`src/rtl/audipus_audio_pkg.sv`:
```
// Shared audio constants and types for the I2S DAC transmit path.
// Frame geometry: 512 master clocks per stereo frame = 2 slots x 32 bits x 8 clocks.
// Derived widths: counter, bit-clock shift and slot bit index.
package audipus_audio_pkg;

  localparam int FRAME_CLKS = 512;
  localparam int BCLK_DIV   = 8;
  localparam int SLOT_WIDTH = 32;
  localparam int DATA_WIDTH = 24;
  localparam int MCLK_HZ    = 49152000;

  // Derived widths. The frame is exactly two slots of SLOT_WIDTH bclk periods,
  // so the counter splits cleanly into {channel, bit slot, bclk phase}.
  localparam int CNT_W   = $clog2(FRAME_CLKS);
  localparam int BCLK_SH = $clog2(BCLK_DIV);
  localparam int BIT_W   = $clog2(SLOT_WIDTH);

  typedef logic signed [DATA_WIDTH-1:0] sample_t;
  typedef logic [CNT_W-1:0]             cnt_t;
  typedef logic [BIT_W-1:0]             bit_idx_t;

endpackage

```
`src/rtl/i2s_frame_timer.sv`:
```
// Frame timer: owns the frame counter and produces bclk, lrclk, bit slot index,
// channel and the frame-load strobe.
// Ports: clk_i, reset_n_i (sync, active-low), run_i (low = idle, counter held at 0);
//        bclk_o/lrclk_o registered (one clk behind cnt); bit_idx_o/ch_o/load_o
//        are decodes of the current count for the serialiser in the parent.
// Optional: I2S_TX_LEFT_JUSTIFIED_EN inverts lrclk (high = left).
module i2s_frame_timer
  import audipus_audio_pkg::*;
(
  input  logic     clk_i,
  input  logic     reset_n_i,
  input  logic     run_i,
  output logic     bclk_o,
  output logic     lrclk_o,
  output bit_idx_t bit_idx_o,
  output logic     ch_o,
  output logic     load_o
);

  localparam cnt_t CNT_LAST = cnt_t'(FRAME_CLKS - 1);

  cnt_t cnt_q, cnt_d;
  logic bclk_q, bclk_d;
  logic lrclk_q, lrclk_d;

  // Counter fields: {ch, bit slot, bclk phase}
  assign bit_idx_o = cnt_q[BCLK_SH +: BIT_W];
  assign ch_o      = cnt_q[CNT_W-1];
  assign load_o    = run_i && (cnt_q == CNT_LAST);

  always_comb begin
    cnt_d   = '0;
    bclk_d  = 1'b0;
    lrclk_d = 1'b0;
    if (run_i) begin
      cnt_d  = (cnt_q == CNT_LAST) ? '0 : cnt_q + 1'b1;
      // Upper half of the bclk phase is high, so the falling edge lands on
      // phase 0 where sdata changes.
      bclk_d = cnt_q[BCLK_SH-1];
`ifdef I2S_TX_LEFT_JUSTIFIED_EN
      lrclk_d = ~ch_o;
`else
      lrclk_d = ch_o;
`endif
    end
  end

  always_ff @(posedge clk_i) begin
    if (!reset_n_i) begin
      cnt_q   <= '0;
      bclk_q  <= 1'b0;
      lrclk_q <= 1'b0;
    end else begin
      cnt_q   <= cnt_d;
      bclk_q  <= bclk_d;
      lrclk_q <= lrclk_d;
    end
  end

  assign bclk_o  = bclk_q;
  assign lrclk_o = lrclk_q;

endmodule

```
`src/rtl/i2s_dac_transmitter.sv`:
```
// I2S DAC transmitter: one-deep pending buffer per channel, hold registers
// loaded at each frame boundary, MSB-first serialiser and status pulses.
// Ports: clk, reset_n (sync, active-low), run; l/r_din_valid + l/r_data_in in;
//        bclk, lrclk, sdata, frame_start, underrun, overrun out (all registered).
// Optional: I2S_TX_LEFT_JUSTIFIED_EN selects left-justified format (no 1-bit delay).
module i2s_dac_transmitter
  import audipus_audio_pkg::*;
(
  input  logic                  clk,
  input  logic                  reset_n,
  input  logic                  run,
  input  logic                  l_din_valid,
  input  logic                  r_din_valid,
  input  logic [DATA_WIDTH-1:0] l_data_in,
  input  logic [DATA_WIDTH-1:0] r_data_in,
  output logic                  bclk,
  output logic                  lrclk,
  output logic                  sdata,
  output logic                  frame_start,
  output logic                  underrun,
  output logic                  overrun
);

  bit_idx_t bit_idx;
  logic     ch;
  logic     load;

  i2s_frame_timer u_timer (
    .clk_i     (clk),
    .reset_n_i (reset_n),
    .run_i     (run),
    .bclk_o    (bclk),
    .lrclk_o   (lrclk),
    .bit_idx_o (bit_idx),
    .ch_o      (ch),
    .load_o    (load)
  );

  sample_t pend_l_q, pend_l_d;
  sample_t pend_r_q, pend_r_d;
  logic    flag_l_q, flag_l_d;
  logic    flag_r_q, flag_r_d;
  sample_t hold_l_q, hold_l_d;
  sample_t hold_r_q, hold_r_d;
  logic    sdata_q, sdata_d;
  logic    frame_start_q, frame_start_d;
  logic    underrun_q, underrun_d;
  logic    overrun_q, overrun_d;

  logic     do_load;
  sample_t  word;
  bit_idx_t bit_sel;
  logic     bit_ok;

  // Boundary only commits when both channels are pending; otherwise the
  // previous pair repeats and any lone pending sample stays put.
  assign do_load = load && flag_l_q && flag_r_q;
  assign word    = ch ? hold_r_q : hold_l_q;

`ifdef I2S_TX_LEFT_JUSTIFIED_EN
  assign bit_ok  = (bit_idx < bit_idx_t'(DATA_WIDTH));
  assign bit_sel = bit_idx_t'(DATA_WIDTH - 1) - bit_idx;
`else
  // Slot bit 0 is the I2S one-bit delay; MSB follows in slot bit 1.
  assign bit_ok  = (bit_idx != '0) && (bit_idx <= bit_idx_t'(DATA_WIDTH));
  assign bit_sel = bit_idx_t'(DATA_WIDTH) - bit_idx;
`endif

  always_comb begin
    pend_l_d      = pend_l_q;
    pend_r_d      = pend_r_q;
    flag_l_d      = flag_l_q;
    flag_r_d      = flag_r_q;
    hold_l_d      = hold_l_q;
    hold_r_d      = hold_r_q;
    sdata_d       = 1'b0;
    frame_start_d = 1'b0;
    underrun_d    = 1'b0;
    overrun_d     = 1'b0;

    if (!run) begin
      // Idle: drop pending flags, keep hold words for the restart.
      flag_l_d = 1'b0;
      flag_r_d = 1'b0;
    end else begin
      if (bit_ok) begin
        sdata_d = word[bit_sel];
      end

      frame_start_d = do_load;
      underrun_d    = load && !do_load;

      // A valid on the load cycle replaces a value that is being consumed,
      // so it is not an overwrite.
      overrun_d = !do_load && ((l_din_valid && flag_l_q) ||
                               (r_din_valid && flag_r_q));

      if (do_load) begin
        hold_l_d = pend_l_q;
        hold_r_d = pend_r_q;
        flag_l_d = 1'b0;
        flag_r_d = 1'b0;
      end

      // Capture after the load so a same-cycle valid re-sets its flag.
      if (l_din_valid) begin
        pend_l_d = l_data_in;
        flag_l_d = 1'b1;
      end
      if (r_din_valid) begin
        pend_r_d = r_data_in;
        flag_r_d = 1'b1;
      end
    end
  end

  always_ff @(posedge clk) begin
    if (!reset_n) begin
      pend_l_q      <= '0;
      pend_r_q      <= '0;
      flag_l_q      <= 1'b0;
      flag_r_q      <= 1'b0;
      hold_l_q      <= '0;
      hold_r_q      <= '0;
      sdata_q       <= 1'b0;
      frame_start_q <= 1'b0;
      underrun_q    <= 1'b0;
      overrun_q     <= 1'b0;
    end else begin
      pend_l_q      <= pend_l_d;
      pend_r_q      <= pend_r_d;
      flag_l_q      <= flag_l_d;
      flag_r_q      <= flag_r_d;
      hold_l_q      <= hold_l_d;
      hold_r_q      <= hold_r_d;
      sdata_q       <= sdata_d;
      frame_start_q <= frame_start_d;
      underrun_q    <= underrun_d;
      overrun_q     <= overrun_d;
    end
  end

  assign sdata       = sdata_q;
  assign frame_start = frame_start_q;
  assign underrun    = underrun_q;
  assign overrun     = overrun_q;

endmodule

```
`config.mk`:
```
export PLATFORM = sky130hd
export DESIGN_NAME = i2s_dac_transmitter
export DESIGN_NICKNAME = d
export VERILOG_FILES = /design/src/rtl/audipus_audio_pkg.sv /design/src/rtl/i2s_frame_timer.sv /design/src/rtl/i2s_dac_transmitter.sv
export SDC_FILE = /design/constraint.sdc
export NUM_CORES = 1
export LEC_CHECK = 0
export CAP_MARGIN = 10
export CELL_PAD_IN_SITES_DETAIL_PLACEMENT = 1
export CELL_PAD_IN_SITES_GLOBAL_PLACEMENT = 1
export CORE_AREA = 2 2 113 115
export DETAILED_ROUTE_END_ITERATION = 10
export DIE_AREA = 0 0 115 117
export PLACE_DENSITY_LB_ADDON = 0.1
export REMOVE_ABC_BUFFERS = 1
export SLEW_MARGIN = 20
export SYNTH_ARGS = -nofsm -noshare
export SYNTH_HDL_FRONTEND = slang
export SYNTH_HIERARCHICAL = 1
export SYNTH_SLANG_ARGS = --single-unit
export TNS_END_PERCENT = 30
```
`constraint.sdc`:
```
create_clock -name clk -period 3.3 [get_ports clk]
set_input_delay 0.66 -clock clk [delete_from_list [all_inputs] [get_ports clk]]
set_output_delay 0.66 -clock clk [all_outputs]
set_load 0.05 [all_outputs]
```
* After elaboration in Yosys (flattened, before gate mapping) *
Index checks and enable logic that the tools add are counted.

cells by class
  reduce and logical (&&, ||, !) cells = 19
  eq/ne operators = 1
  muxes and demuxes = 6
  bitwise logic cells = 2
  add/sub/neg operators = 2
  $lt $le $gt $ge = 2

operators with widths
  cell                                                                   count
  24-bit 2-to-1 mux                                                      1
  9-bit by 1-bit adder with 9-bit output (second input constant)         1
  9-bit equality test (second input constant)                            1
  1-bit logical AND                                                      8
  2-bit AND reduction                                                    4
  5-bit by 6-bit < comparator with 1-bit output (second input constant)  1
  1-bit binary-select mux with 5-bit select                              1
  5-bit <= comparator (second input constant)                            1
  5-bit nonzero test                                                     1
  5-bit subtractor (first input constant)                                1
  1-bit 2-to-1 mux                                                       4
  2-bit nonzero test                                                     2
  3-bit AND reduction                                                    1
  3-bit OR reduction                                                     1
  1-bit NOT                                                              2
  1-bit zero test                                                        1
  1-bit logical OR                                                       1

word-level totals
  output and inout port bits = 6
  bits in registers = 113
  word-level logic and storage cells = 45
  input port bits = 53

* Longest topological paths before layout *
Gate-level depths: netlist (run 1).

  depth in word-level cells = 6
  mapped depth = 11
  mapped depth without buffers = 9

* Hierarchy *
Netlist (run 1), hierarchy kept.

by module, submodules not included
  module               instances  sequential area each (um^2)  area an instance (um^2)  cells an instance
  i2s_dac_transmitter  1          2042.0                       4314.1                   501
  i2s_frame_timer      1          220.2                        470.5                    51

* Least setup slack after synthesis (run 1) *
OpenSTA, ideal clock, no wires.

  kind = register to register
  start point = register u_timer.cnt_q[3]
  end point = register sdata_q (netlist: sdata)
  setup slack = 0.876 ns
  arrival time = 2.297 ns
  buffers on the path = 4
  data required time = 3.173 ns
  library setup time = 0.127 ns
  cell stages (with the launch flop) = 11
  clock period less this slack = 2.424 ns
  path through = dfxtp_1 > buf_4 > buf_2 > inv_1 > ha_1 > buf_6 > buf_12 > mux2_4 > o32a_1 > a311oi_2 > nor4b_2

between the ends
  longest elaborated chain between the ends = 3
  elaborated cells between the ends (all ways) = 7
  those cells by class = add/sub (1); order compare (1); mux (2); reduce/logical (3)

ends and longest elaborated chain
  item                                                                            line                                                  text
  start: declaration                                                              i2s_frame_timer.sv:22                                 cnt_t cnt_q, cnt_d;
  start signal: assignment                                                        i2s_frame_timer.sv:54                                 cnt_q <= cnt_d;
  5-bit subtractor, or another cell as far along                                  i2s_dac_transmitter.sv:66                             assign bit_sel = bit_idx_t'(DATA_WIDTH) - bit_idx;
  1-bit binary-select mux with 5-bit select or 1-bit logical AND (tied branches)  i2s_dac_transmitter.sv:87, i2s_dac_transmitter.sv:65
  1-bit 2-to-1 mux (implied by the code) or 3-bit AND reduction (tied branches)   -
  end signal: assignment                                                          i2s_dac_transmitter.sv:136                            sdata_q <= sdata_d;
  end: declaration                                                                i2s_dac_transmitter.sv:45                             logic sdata_q, sdata_d;

Parallel ways exist; a longest one is shown, timed or not. The select of a mux whose other input is x is not followed.
A chain may end at the register's enable or synchronous reset.

* Worst setup path in the final report (run 1) *
  start point = register u_timer.cnt_q[0]
  end point = register hold_l_q[9]

between the ends
  longest elaborated chain between the ends = 5

ends and longest elaborated chain
  item                                  line                        text
  9-bit equality test                   i2s_frame_timer.sv:29       assign load_o = run_i && (cnt_q == CNT_LAST);
  1-bit logical AND                     i2s_frame_timer.sv:29
  named net load                        i2s_dac_transmitter.sv:26   logic load;
  1-bit logical AND (2 in a row)        i2s_dac_transmitter.sv:57   assign do_load = load && flag_l_q && flag_r_q;
  2-bit AND reduction (no source line)  -
  end signal: assignment                i2s_dac_transmitter.sv:134  hold_l_q <= hold_l_d;
  end: declaration                      i2s_dac_transmitter.sv:43   sample_t hold_l_q, hold_l_d;

The timed path passes the listed nets, and every way through them passes these cells.

==> results of run 1 <==
[tightest hold or removal path: cells and delay by family (launching register included)]
| family | cells | cell delay (ns) |
|---|---|---|
| flip-flops | 1 | 0.30 |
| AND/OR/NAND/NOR | 1 | 0.05 |
| AO/OA/AOI/OAI | 1 | 0.05 |
[worst min-delay path by stage]
stage,from,endpoint,slack [ns]
CTS,hold_l_q[3],hold_l_q[3],0.45
global placement,hold_l_q[16],hold_l_q[16],0.44
detailed placement,pend_l_q[20],hold_l_q[20],0.44
finish,hold_l_q[3],hold_l_q[3],0.45
global route,pend_r_q[23],pend_r_q[23],0.47
floorplan,u_timer/cnt_q[0],u_timer/cnt_q[0],0.43
[registers in the layout, summed over array words and instances (netlist names)]
name,count
hold_l_q,24
overrun,1
u_timer/lrclk_o,1
u_timer/cnt_q,9
pend_l_q,24
pend_r_q,24
frame_start,1
flag_r_q,1
hold_r_q,24
sdata,1
underrun,1
u_timer/bclk_o,1
flag_l_q,1
[area by class of cell]
class	count	area [sq um]
inverter	4	15.0
clock buffer	25	505
sequential	113	2260
tap	150	188
timing repair buffer	70	666
clock inverter	4	75.1
fill	1434	6290
multi-input combinational	393	2310
[cell usage in the layout, fill, tap and decap left out, types with 2 or more instances in the layout]
| cell | instances |
|---|---|
| nand2_1 | 205 |
| dfxtp_1 | 113 |
| clkdlybuf4s50_1 | 57 |
| a21boi_1 | 53 |
| a21boi_0 | 44 |
| clkbuf_16 | 17 |
| buf_4 | 12 |
| nor2_1 | 11 |
| a21oi_1 | 7 |
| and2_1 | 6 |
| mux4_1 | 6 |
| or3_1 | 5 |
| nand3_1 | 5 |
| clkbuf_8 | 5 |
| xnor2_1 | 4 |
| o21ai_0 | 4 |
| mux2i_1 | 4 |
| inv_1 | 3 |
| nor2b_1 | 3 |
| xor2_1 | 3 |
| a211oi_1 | 3 |
| ha_1 | 3 |
| clkbuf_1 | 3 |
| mux4_2 | 2 |
| mux2_2 | 2 |
| a31oi_1 | 2 |
| a311oi_1 | 2 |
| clkinvlp_4 | 2 |
| bufinv_16 | 2 |
| and3_1 | 2 |
[stage by stage]
stage               area [sq um]  utilization (%)
floorplan                   4580                -
global placement            5440             44.2
detailed placement          5440             44.2
CTS                         6020             48.9
global route                6020             48.9
finish                      6020             48.9
[per-layer routing]
| metal | wire length (microns) | vias up | track usage (%) |
|---|---|---|---|
| met4 | 243 | 0 | 7.87 |
| li1 | - | 1931 | - |
| met1 | 5410 | 1786 | 22.3 |
| met5 | 0 | - | 0 |
| met3 | 361 | 20 | 6.02 |
| met2 | 5570 | 59 | 31.7 |
[logic make-up (layout without fill, tap and decap cells)]
group                      after synthesis  in the layout  share of synthesized area (%)
xor gates and xnor gates                 7              7                           1.28
and+or+nand+nor                        246            246                           21.1
muxes                                   15             15                           5.86
AOI/OAI and AO/OA                      122            122                           19.0
buffers and inverters                   46            103                           4.68
adders and majority gates                3              3                          0.785
DFF                                    113            113                           47.3
[power breakdown]
part           total (uW)  switching [uW]  internal (uW)
combinational         166            72.3           93.3
clock                1790             590           1200
sequential           1410            17.4           1400
==> impl_metrics.yaml, run 1 <==
worst_setup_path:
  crit_cells: 10
  crit_start: "u_timer/cnt_q[0]"
  crit_path_cell_trace: "ha_1, nand3_1, nor2_1, ha_1, and2_1, nand2_1, nor2_4, buf_4, nand2_1, a21boi_0"
  reg2regPathDepth: 10
  cp_num_buf_inv: 1
  reg2reg_slack_ns: 0.79
  crit_path_end_kind: "flip-flop"
  crit_slowest_cell: "nor2_4"
  cp_top_family: "simple AND/OR/NAND/NOR gates"
  start_kind: "flip-flop"
  crit_arrival_ns: 2.84
  crit_end: "hold_l_q[9]"
  criticalPathCategory: "flip-flop to flip-flop"
  max_stage_delay_ns: 0.48
  r2r-end: "hold_l_q[9]"
  cp_max_fo: 20
  cp.required_ns: 3.63
  r2r-start: "u_timer/cnt_q[0]"
die:
  die_width_microns: 115
  die_area_sq_um: 13500
  initial_utilization_pct: 38.9
  rows: 41
  die_h_microns: 117
  ios: 59
  core_area_sq_um: 12300
synthesis:
  async_reset_ff_share_pct: 0
  syn_inst: 552
  yosys.area.top_type: "dfxtp_1"
  synth_edf_count: 0
  avgSynthCellArea_sq_um: 8.67
  synthMostInstantiatedCell: "nand2_1"
  seq_area_frac_synth_pct: 47.3
  synth_common_cells: "nand2_1, dfxtp_1, a21boi_1"
  ys_ff_latch: 113
  synthTopCellsByArea: "dfxtp_1, nand2_1, a21boi_1, a21boi_0, mux4_1"
  synth_top_area_share_pct: 47.3
  synth-main-ff-cell: "dfxtp_1"
  netlist_area_sq_um: 4780
  yosys_warnings: 6
  synthDistinctLibCells: 45
route:
  wl_microns: 11600
  drtIter0Drc: 157
  vias_per_cell: 5.00
  drcViolationCount: 0
  dr.pass1.iters: 4
  avgRoutedWirePerCell_microns: 15.3
  antenna_left: 0
  vias: 3796
timing:
  fin_crit_sh_pct: 76.2
  drv_slew: 0
  finClkSkew_ns: 0.00619
  worst_slack_ns: 0.787
  max_freq_mhz: 398
  rsz0062_at_grt: "no"
  slew_headroom_pct: 49.6
  tns_ns: 0
  holdWs_ns: 0.449
  setup_viol: 0
  report.final.hold_viol_count: 0
  worstMarginPinSlew_ns: 0.756
  fin_crit_ns: 2.51
placement:
  pre_cts_slack_ns: 0.407
  port_buffers: 58
  place_congestion: 0.781
  hpwl_microns: 7820
  place_inst: 730
clock_network:
  cts_htree_levels: 4
  cts_buffers: 17
  cts_hold_buf: 0
  cts_buffer_depth: 2
  cts_resized: 0
  post-cts-setup-buffers: 0
  cts_tree: "done"
  path_clk_slew_ns: 0.05
  insertion_delay_ns: 0.41
  clockRootBuffer: "clkbuf_16"
  clock-sinks: 113
global_routing:
  grt_usage_pct: 18.8
  grt_start_max_net_pins: 94
  grt_pass1_wl_microns: 19100
  antenna_found_initial: 1
  grt.overflow.total: 0
  grt_pass1_vias: 3889
layout:
  diodes: 0
  fin_nets: 655
  drive_gt1_share_pct: 8.54
  syn_to_final_growth_pct: 25.8
  final_cells: 759
power_and_ir_drop:
  fin_total_pwr_uw: 3370
  power_density_nw_per_um2: 559
  ir_worst_vdd_mv: 0.327
  p_leak_uw: 0.00213
run_status:
  status: "finished clean"
worst_hold_path:
  whs_path_depth: 2
  hold_class: "flip-flop to flip-flop"
flow_run:
  drv_cap: 0
No activity file was read; power rests on OpenSTA's default activity.
==> run 2, diff against run 1 <==
--- a/config.mk
+++ b/config.mk
@@ -8,9 +8,9 @@
 export CAP_MARGIN = 10
 export CELL_PAD_IN_SITES_DETAIL_PLACEMENT = 1
 export CELL_PAD_IN_SITES_GLOBAL_PLACEMENT = 1
-export CORE_AREA = 2 2 113 115
+export CORE_AREA = 2 2 116 118
 export DETAILED_ROUTE_END_ITERATION = 10
-export DIE_AREA = 0 0 115 117
+export DIE_AREA = 0 0 118 120
 export PLACE_DENSITY_LB_ADDON = 0.1
 export REMOVE_ABC_BUFFERS = 1
 export SLEW_MARGIN = 20
==> constraint.sdc (replaced) <==
create_clock -name clk -period 2.16 [get_ports clk]
set_input_delay 0.432 -clock clk [delete_from_list [all_inputs] [get_ports clk]]
set_output_delay 0.432 -clock clk [all_outputs]
set_load 0.05 [all_outputs]
==> run 2 against run 1 <==
Net effect: final cell count grew 4.9%; wire length up 4.5%; highest routed layer unchanged; setup slack worse by 0.66 ns; maximum frequency up 24%; global-route usage shrank 0.55 points; sequential share of layout area decreased by 1.4 points; via count is 3.5% higher; worst hold slack worse by 0.030 ns; flip-flop and latch count unchanged.
==> impl_metrics.yaml, run 2 (synthesis gave the netlist of run 1 again) <==
worst_setup_path:
  max_stage_delay_ns: 0.56
  cp_max_fo: 4
  crit_arrival_ns: 2.33
  cp_num_buf_inv: 2
  reg2reg_slack_ns: 0.13
  criticalPathCategory: "flip-flop to flip-flop"
  crit_path_cell_trace: "inv_1, ha_4, buf_12, mux4_1, nand2_1, a21oi_1, a211oi_2, nor4b_2"
  crit_slowest_cell: "mux4_1"
  crit_path_end_kind: "flip-flop"
  cp_top_family: "multiplexers"
  start_kind: "flip-flop"
  cp.required_ns: 2.46
route:
  drtIter0Drc: 160
  wl_microns: 12100
  antenna_left: 0
  drcViolationCount: 0
  dr.pass1.iters: 4
  avgRoutedWirePerCell_microns: 15.2
  vias_per_cell: 4.94
  vias: 3929
layout:
  final_cells: 796
  final_cell_mix: "nand2_1, dfxtp_1, clkdlybuf4s50_1, a21boi_1, a21boi_0"
  diodes: 0
  fin_util_pct: 48.2
  syn_to_final_growth_pct: 30.6
  fin_nets: 665
  mostFrequentLayoutCell: "nand2_1"
  drive_gt1_share_pct: 10.6
die:
  die_h_microns: 120
  die_area_sq_um: 14200
  initial_utilization_pct: 36.9
  core_area_sq_um: 13000
  die_width_microns: 118
  ios: 59
  rows: 42
flow_run:
  drv_cap: 0
clock_network:
  cts_buffers: 17
  clock-sinks: 113
  cts_tree: "done"
  insertion_delay_ns: 0.41
  path_clk_slew_ns: 0.05
  cts_htree_levels: 4
  cts_buffer_depth: 2
  clockRootBuffer: "clkbuf_16"
global_routing:
  grt.overflow.total: 0
  grt_pass1_vias: 4077
  antenna_found_initial: 0
  grt_pass1_wl_microns: 20200
  grt_start_max_net_pins: 70
  grt_usage_pct: 18.3
worst_hold_path:
  hold_class: "input pin to flip-flop"
timing:
  setup_viol: 0
  fin_crit_ns: 2.03
  fin_crit_sh_pct: 94.2
  rsz0062_at_grt: "no"
  report.final.hold_viol_count: 0
  worstMarginPinSlew_ns: 0.518
  finClkSkew_ns: 0.00588
  slew_headroom_pct: 65.4
  max_freq_mhz: 492
  drv_slew: 0
placement:
  place_congestion: 0.837
  hpwl_microns: 8180
  port_buffers: 58
  place_inst: 766
power_and_ir_drop:
  p_leak_uw: 0.00223
  pwr-share-seq_pct: 41.3
  intPower_uw: 4170
  ir_worst_vdd_mv: 0.605
  clockPowerShare_pct: 53.7
  switching_share_pct: 20.2
  comb_power_share_pct: 5.0
  power_density_nw_per_um2: 836
  p_switching_uw: 1060
run_status:
  status: "finished clean"
## run 2: cell types whose count changed in the layout (fill, tap and decap cells not counted), sizes merged
cell,change
buf,+10
bufinv,+1
clkbuf,-1
clkinv,+3
clkinvlp,-2
## run 2: repair_timing
item,in CTS,in global routing
gates resized for setup,2,8
setup endpoints to repair,1,36
pin swaps,0,0
gates cloned,0,0
hold buffers,0,0
setup buffers,0,0
## run 2: worst paths after layout
check | startpoint | end | depth (start not counted)
min reg2reg | pend_l_q[22] | hold_l_q[22] | 2
max | u_timer/cnt_q[3] | sdata | 8
max reg2reg | u_timer/cnt_q[3] | sdata | 8
min | reset_n | underrun | 3
## run 2: power groups by stage
stage | clock network (uW) | logic [uW] | registers (uW)
after floorplan | 0 | 94.2 | 2190
after global placement | 0 | 262 | 2200
after detailed placement | 0 | 268 | 2200
after CTS | 2860 | 269 | 2160
after global routing | 2970 | 291 | 2160
final | 2800 | 262 | 2160
## run 2: final cells by class
cell class | count | area [sq um]
clock inverter | 6 | 105
timing repair buffer | 80 | 836
fill | 1497 | 6730
inverter | 4 | 15.0
clock buffer | 24 | 482
sequential | 113 | 2260
multi-input combinational | 393 | 2330
tap | 176 | 220
## run 2: per-stage QoR
| stage | setup TNS [ns] | area, sq um | power, uW | hold slack, ns | setup WS (ns) |
|---|---|---|---|---|---|
| 5_1_grt | 0 | 6250 | 5420 | 0.416 | 0.00694 |
| 2_1_floorplan | -48.90 | 4580 | 2290 | 0.429 | -0.992 |
| 3_3_place_gp | 0 | 5630 | 2460 | 0.439 | 0.110 |
| 4_1_cts | 0 | 6220 | 5290 | 0.403 | 0.0201 |
| 6_report | 0 | 6250 | 5220 | 0.419 | 0.126 |
| 3_5_place_dp | 0 | 5630 | 2470 | 0.447 | 0.0223 |
## run 2: worst register-to-register path, cell delays in order (launching register included)
cell and delay, ns:
dfxtp_1 0.36, inv_1 0.10, ha_4 0.31, buf_12 0.11, mux4_1 0.56, nand2_1 0.09
a21oi_1 0.07, a211oi_2 0.24, nor4b_2 0.07
## run 2: layer usage
layer	vias up	track usage [%]	routed length [microns]
li1	1956	-	-
met3	17	4.90	363
met1	1900	22.0	5430
met5	-	0	0
met2	56	31.1	6110
met4	0	7.30	207
